File: config.mk
export PLATFORM = sky130hd
export DESIGN_NAME = split_mixed_result_fifo
export DESIGN_NICKNAME = d
export VERILOG_FILES = /design/src/rtl/split_mixed_pkg.sv /design/src/rtl/split_sat_counter.sv /design/src/rtl/split_mixed_result_fifo.sv
export SDC_FILE = /design/constraint.sdc
export NUM_CORES = 1
export LEC_CHECK = 0
export ABC_CLOCK_PERIOD_IN_PS = 4000
export CAP_MARGIN = 10
export CORE_MARGIN = 2
export CORE_UTILIZATION = 56
export CTS_CLUSTER_DIAMETER = 40
export CTS_CLUSTER_SIZE = 16
export DETAILED_ROUTE_END_ITERATION = 6
export GPL_ROUTABILITY_DRIVEN = 0
export PLACE_DENSITY_LB_ADDON = 0.15
export SYNTH_ARGS = -nofsm -noshare
export SYNTH_HDL_FRONTEND = slang
export SYNTH_SLANG_ARGS = --single-unit
File: constraint.sdc
create_clock -name clk_e -period 4 [get_ports clk_e]
set_input_delay 0.8 -clock clk_e [delete_from_list [all_inputs] [get_ports clk_e]]
set_output_delay 0.8 -clock clk_e [all_outputs]
set_load 0.005 [all_outputs]
File: src/rtl/split_mixed_pkg.sv
// Shared types for the split-mixed result FIFO: entry layout and its reset value.
package split_mixed_pkg;

    localparam int DATA_W = 8;

    typedef struct packed {
        logic [DATA_W-1:0] val;
        logic              status;
    } split_entry_t;

    localparam split_entry_t ENTRY_RST = '0;

endpackage

File: src/rtl/split_sat_counter.sv
// Event counter with synchronous clear; either wraps or sticks at all-ones.
module split_sat_counter #(
    parameter int W        = 8,
    parameter bit SATURATE = 1'b0
) (
    input  logic         clk,
    input  logic         srst,
    input  logic         inc,
    input  logic         clear,
    output logic [W-1:0] count
);

    logic [W-1:0] count_q;
    logic [W-1:0] count_d;

    always_comb begin
        count_d = count_q;
        if (clear) begin
            count_d = '0;
        end else if (inc && !(SATURATE && (&count_q))) begin
            count_d = count_q + W'(1);
        end
    end

    always_ff @(posedge clk) begin
        if (srst) begin
            count_q <= '0;
        end else begin
            count_q <= count_d;
        end
    end

    assign count = count_q;

endmodule

File: src/rtl/split_mixed_result_fifo.sv
// Show-ahead FIFO behind the conditional-select stage, with hit and drop statistics.
module split_mixed_result_fifo
    import split_mixed_pkg::*;
#(
    parameter int DEPTH  = 4,
    parameter int CNT_W  = 16,
    parameter int DROP_W = 8
) (
    input  logic                     clk_e,
    input  logic                     rst_e,
    input  logic                     in_valid_e,
    input  logic [DATA_W-1:0]        in_val_e,
    input  logic                     in_status_e,
    input  logic                     out_ready_e,
    output logic                     out_valid_e,
    output logic [DATA_W-1:0]        out_val_e,
    output logic                     out_status_e,
    output logic                     full_e,
    output logic                     empty_e,
    output logic [$clog2(DEPTH):0]   count_e,
    output logic [CNT_W-1:0]         hit_count_e,
    output logic [DROP_W-1:0]        drop_count_e
);

    localparam int PTR_W = $clog2(DEPTH);
    localparam int OCC_W = PTR_W + 1;

    split_entry_t mem [DEPTH];

    logic [PTR_W-1:0] rd_ptr_q, rd_ptr_d;
    logic [PTR_W-1:0] wr_ptr_q, wr_ptr_d;
    logic [OCC_W-1:0] count_q, count_d;

    logic         push;
    logic         pop;
    logic         drop;
    split_entry_t head;

    assign full_e      = (count_q == OCC_W'(DEPTH));
    assign empty_e     = (count_q == '0);
    assign out_valid_e = !empty_e;
    assign count_e     = count_q;

    // A pop frees the slot the incoming entry needs, so full does not block it.
    assign pop  = out_valid_e && out_ready_e;
    assign push = in_valid_e && (!full_e || pop);
    assign drop = in_valid_e && !push;

    always_comb begin
        rd_ptr_d = rd_ptr_q;
        wr_ptr_d = wr_ptr_q;
        count_d  = count_q;
        if (pop) begin
            rd_ptr_d = rd_ptr_q + PTR_W'(1);
        end
        if (push) begin
            wr_ptr_d = wr_ptr_q + PTR_W'(1);
        end
        case ({push, pop})
            2'b10:   count_d = count_q + OCC_W'(1);
            2'b01:   count_d = count_q - OCC_W'(1);
            default: count_d = count_q;
        endcase
    end

    always_ff @(posedge clk_e) begin
        if (rst_e) begin
            rd_ptr_q <= '0;
            wr_ptr_q <= '0;
            count_q  <= '0;
        end else begin
            rd_ptr_q <= rd_ptr_d;
            wr_ptr_q <= wr_ptr_d;
            count_q  <= count_d;
        end
    end

    // Storage is not reset; the cleared pointers make stale contents unreachable.
    always_ff @(posedge clk_e) begin
        if (push) begin
            mem[wr_ptr_q] <= '{val: in_val_e, status: in_status_e};
        end
    end

    assign head         = out_valid_e ? mem[rd_ptr_q] : ENTRY_RST;
    assign out_val_e    = head.val;
    assign out_status_e = head.status;

    split_sat_counter #(
        .W        (CNT_W),
        .SATURATE (1'b0)
    ) u_hit_cnt (
        .clk   (clk_e),
        .srst  (rst_e),
        .inc   (push && in_status_e),
        .clear (1'b0),
        .count (hit_count_e)
    );

    split_sat_counter #(
        .W        (DROP_W),
        .SATURATE (1'b1)
    ) u_drop_cnt (
        .clk   (clk_e),
        .srst  (rst_e),
        .inc   (drop),
        .clear (1'b0),
        .count (drop_count_e)
    );

endmodule
### Word-level counts from Yosys, hierarchy flattened

Memory sizes are Yosys's and may differ from the RTL's. A register that Yosys moved wholly into a read port is not among the register bits.
Cells that the tools add are included.

* flip-flop bits (word level): 31
* memory bits (writable): 36
* output and inout bits: 39
* memories: 1

* add/subtract/negate cells: 6
* equality and inequality tests: 3
* multiplexer cells: 6
* reduce and logical (&&, ||, !) cells: 13

Memories
* mem: words 4, width 9, read ports 1, clocked after Yosys merged registers in 1, write ports 1, line split_mixed_result_fifo.sv:28 `split_entry_t mem [DEPTH];`

Operators with widths (count)
* $add 16x1->16 const B: 1
* $mux 9: 1
* $add 8x1->8 const B: 1
* $reduce_and 8->1: 1
* $pmux 3 s2: 1
* $logic_and 1x1->1: 5
* $add 2x1->2 const B: 2
* $logic_not 1->1: 4
* $mux 2: 2
* $add 3x1->3 const B: 1
* $eq 3x3->1 const B: 1
* $logic_not 3->1: 1
* $sub 3x1->3 const B: 1
* $eq 2x1->1 const B: 1
* $eq 2x2->1 const B: 1
* $mux 1: 2
* $reduce_bool 2->1: 1
* $logic_or 1x1->1: 1

### Longest topological paths before layout

* word-level depth: 8
* depth in mapped cells: 9

### Modules after synthesis

A second synthesis with hierarchy kept.

* cells, all modules: 257
* area total of the unflattened synthesis: 3170.5 um^2

By module, submodules not included
* split_mixed_result_fifo: times used 1, cells an instance 127, area each 1969.4 um^2
* split_sat_counter at u_hit_cnt: times used 1, cells an instance 86, area each 780.7 um^2
* split_sat_counter at u_drop_cnt: times used 1, cells an instance 44, area each 420.4 um^2

### Worst setup path before layout

No wires, ideal clock.

* kind: input -> register
* start point: in in_valid_e
* end point: reg count_q[1] (netlist: count_e[1])
* library setup time: 0.115 ns
* arrival: 2.349 ns
* path slack: 1.536 ns
* stages on the path: 7
* path buffers: 2
* cells stage by stage: buf_4 clkbuf_1 or3_1 fa_1 nand2_1 a21oi_1 a2111oi_0

* word-level cells in the longest chain between the ends: 3

Ends and longest elaborated chain
* start, declared: line split_mixed_result_fifo.sv:11 `input logic in_valid_e,`
* $logic_and 1x1->1 (*): line split_mixed_result_fifo.sv:46 `assign push = in_valid_e && (!full_e || pop);`
* $eq 2x1->1 / $eq 2x2->1 (equally long branches): line split_mixed_result_fifo.sv:59 `case ({push, pop})`
* $pmux 3 s2 / $reduce_bool 2->1 (equally long branches)
* end signal, assigned: line split_mixed_result_fifo.sv:74 `count_q <= count_d;`
* end, declared: line split_mixed_result_fifo.sv:32 `logic [OCC_W-1:0] count_q, count_d;`

Mark *: on every way between the ends. The rest lies on a longest branch, timed or not.
A chain may end at the register's enable or synchronous reset.

==> metrics.csv <==
stage,metric,value,unit
run_status,status,"complete, no violations",
synthesis,mean area per synthesized cell,12.01,µm²
cts,clock buffer count from CTS,9,
grt,Total Routing Usage GR,20.08,%
power_and_ir_drop,Leak,1.257,nW
cts,Sink Count,69,
placed_design,HPWL after DPL,3749,µm
finish,diode count,0,
synthesis,top cell type's share of synthesized area,35.02,%
synthesis,Area contributors post-synth,"edfxtp_1, dfxtp_1, mux4_2",
synthesis,mapped cell area,3087,µm²
finish,Area growth syn-to-layout,23.47,%
sta,Final setup viols,0,
critical_path,slowest CP cell,dfxtp_1,
synthesis,synthesized instance count,257,
finish,FILL cells,401,
critical_path,reg2reg path depth,7,
finish,share of cells above drive strength 1,10.29,%
floorplanning,Die H,78.24,µm
critical_path,Required @ worst endpoint,3.20,ns
route,met2 wire length,2757,µm
floorplanning,Core ar.,5405,µm²
grt,total gr overflow,0,
cts,H-tree Lvls,3,
grt,initial antenna violation count,0,
critical_path,R2R setup slack,1.36,ns
critical_path,critical path's largest stage delay,0.71,ns
synthesis,"EDFF count, synth",36,
cts,Clock transition at path regs,0.08,ns
critical_path,crit path launch type,register,
finish,Final Util,70.51,%
synthesis,Syn. warnings,0,
floorplanning,DIE WIDTH,78.24,µm
synthesis,"area leader, netlist",edfxtp_1,
cts,CTS resizes,0,
route,Met1 Wirelength,2664,µm
power_and_ir_drop,PD cells,409.0,nW/µm²
route,wire per inst,14.91,µm
route,DR vias,2121,
floorplanning,die area,6122,µm²
cts,maximum root-to-sink buffer count,2,
run,Max Cap Violations,0,
synthesis,asr flop ratio synth,0,%
route,Top Metal Used,met4,
critical_path,kind of critical path,reg2out,
route,drt pass-1 iters,4,
synthesis,"Seq/Total Area, Yosys",56.42,%
critical_path,"Arr. time, crit path",2.22,ns
min_path,Hold WC Path Type,reg2reg,
grt,largest net degree at the start of global routing,25,
critical_path,Critical Path Sink Type,output port,
critical_path,crit-path cells,mux4_2 > and2_1 > clkdlybuf4s50_1,
cts,CTS tree,yes,
sta,setup TNS,0,ns
synthesis,syn nets,277,
critical_path,reg2reg end,count_e[1],
critical_path,reg2reg start,count_e[1],
grt,first-pass GRT wire length,9473,µm
synthesis,Seq cells post-synth,69,
route,antenna-violating nets left,0,
synthesis,Yosys cell types,48,
sta,RSZ-0062 raised after global routing,no,
cts,CTS Root Cell,clkbuf_8,
grt,number of global-route vias before repair,1969,
sta,Worst slew margin,35.71,%
finish,Final #Nets,326,
power_and_ir_drop,post-layout power,0.001559,W
route,Routed WL,5710,µm
sta,max frequency,331.0,MHz
route,Iteration-0 DRC Markers,128,
power_and_ir_drop,Max rail drop VDD,0.2149,mV
sta,fin. max-slew vios,0,
placed_design,IO buf count,51,
sta,Worst Max-Slew Pin Slew,0.9634,ns
sta,min Tclk post-route,3.022,ns
sta,Final Hold Fails,0,
cts,Post-CTS Setup Inserts,0,
route,DR WL met3,234,µm
route,DRC Markers,0,
cts,Worst-Skew Late Latency,0.33,ns
critical_path,CP max FO,9,
critical_path,crit path to,out_val_e[4],
synthesis,"Primary FF master, synth",edfxtp_1,
route,vias per cell,5.538,
sta,Clock Skews,0.007660,ns
floorplanning,Starting Density,57.11,%
floorplanning,I/O pin count,52,
sta,Final Cycle Share,75.54,%
cts,Hold Buf Count CTS,0,
floorplanning,placement row count,27,
[cells by family (layout without fill, tap and decap cells)]
group / count (synthesis) / in the layout / share of synthesized area (%)
simple gates: 96 / 96 / 18.61
flops: 69 / 69 / 56.42
compound gates: 36 / 36 / 6.689
buf+inv: 23 / 77 / 3.526
xor+xnor: 13 / 13 / 3.689
mux: 13 / 13 / 7.985
fa+ha+maj: 7 / 7 / 3.081
[cells in the mapped netlist, types with 3 or more instances]
library cell,n
edfxtp_1,36
dfxtp_1,33
nor2_1,24
a21oi_1,17
and2_1,12
nand3_1,10
o21ai_0,10
inv_1,9
mux4_2,9
nand2_1,9
or3_1,8
xnor2_1,8
and3_1,6
clkbuf_1,6
ha_1,6
xor2_1,5
buf_2,3
buf_4,3
nand4_1,3
o31ai_1,3
or4_1,3
[report_power, final]
part	total (W)	switching (W)	internal, W	leakage [nW]
combinational	0.000206	0.0000848	0.000121	0.567
sequential	0.000808	0.0000316	0.000777	0.598
clock	0.000545	0.000258	0.000287	0.0923
total	0.00156	0.000374	0.00118	1.26
[worst min path at each step]
stage / start / to / depth (start not counted)
global placement: u_drop_cnt.count[6] / u_drop_cnt.count[6] / 2
detailed placement: u_drop_cnt.count[7] / u_drop_cnt.count[7] / 2
CTS: u_drop_cnt.count[7] / u_drop_cnt.count[7] / 2
floorplan: u_drop_cnt.count[6] / u_drop_cnt.count[6] / 2
global route: u_drop_cnt.count[7] / u_drop_cnt.count[7] / 2
finish: u_drop_cnt.count[6] / u_drop_cnt.count[6] / 2
[area by class of cell]
cell class                      instances  area (µm²)  share of cell area (%)
Tap cell                               72       90.09                   2.364
Clock buffer                           10       127.6                   3.349
Multi-Input combinational cell        165        1236                   32.44
Timing Repair Buffer                   52       518.0                   13.59
Sequential cell                        69        1742                   45.70
Inverter                                9       33.78                  0.8864
Clock inverter                          6       63.81                   1.674
[routing by layer]
layer | vias to the layer above | GRT usage [%]
li1 | 1040 | -
met1 | 1028 | 27.00
met2 | 47 | 31.12
met3 | 6 | 6.322
met4 | 0 | 6.842
met5 | - | 0
[sequential cells by signal, indices dropped and copies added, names as in the netlist, named ones only]
register	cells
mem	36
u_hit_cnt.count	16
u_drop_cnt.count	8
count_e	3
rd_ptr_q	2
wr_ptr_q	2
[worst max-delay path: cells and delay by family, from the launching register on]
kind | cells | cell delay (ns)
buffers and inverters | 1 | 0.43
flip-flops | 1 | 0.71
multiplexers | 1 | 0.58
AND/OR/NAND/NOR | 1 | 0.16
[metrics by stage]
stage / hold slack (ns) / std cells / setup slack, ns / instance area [µm²]
floorplan: 0.4804 / 257 / 1.536 / 3087
global placement: 0.4889 / 367 / 0.9112 / 3620
detailed placement: 0.4955 / 367 / 0.8329 / 3620
CTS: 0.5089 / 383 / 0.9220 / 3811
global route: 0.5269 / 383 / 0.8141 / 3811
finish: 0.5052 / 383 / 0.9784 / 3811
[cells in the final DEF (no fill, tap or decap), types with 3 or more instances in the layout]
cell             netlist  layout
a21oi_1               17      17
and2_1                12      12
and3_1                 6       6
clkbuf_8               0       9
clkdlybuf4s50_1        0      51
dfxtp_1               33      33
edfxtp_1              36      36
ha_1                   6       6
inv_1                  9       9
mux4_2                 9       9
nand2_1                9       9
nand3_1               10      10
nand4_1                3       3
nor2_1                24      24
o21ai_0               10      10
o31ai_1                3       3
or3_1                  8       8
or4_1                  3       3
xnor2_1                8       8
xor2_1                 5       5
(Power assumes the default switching activity.)
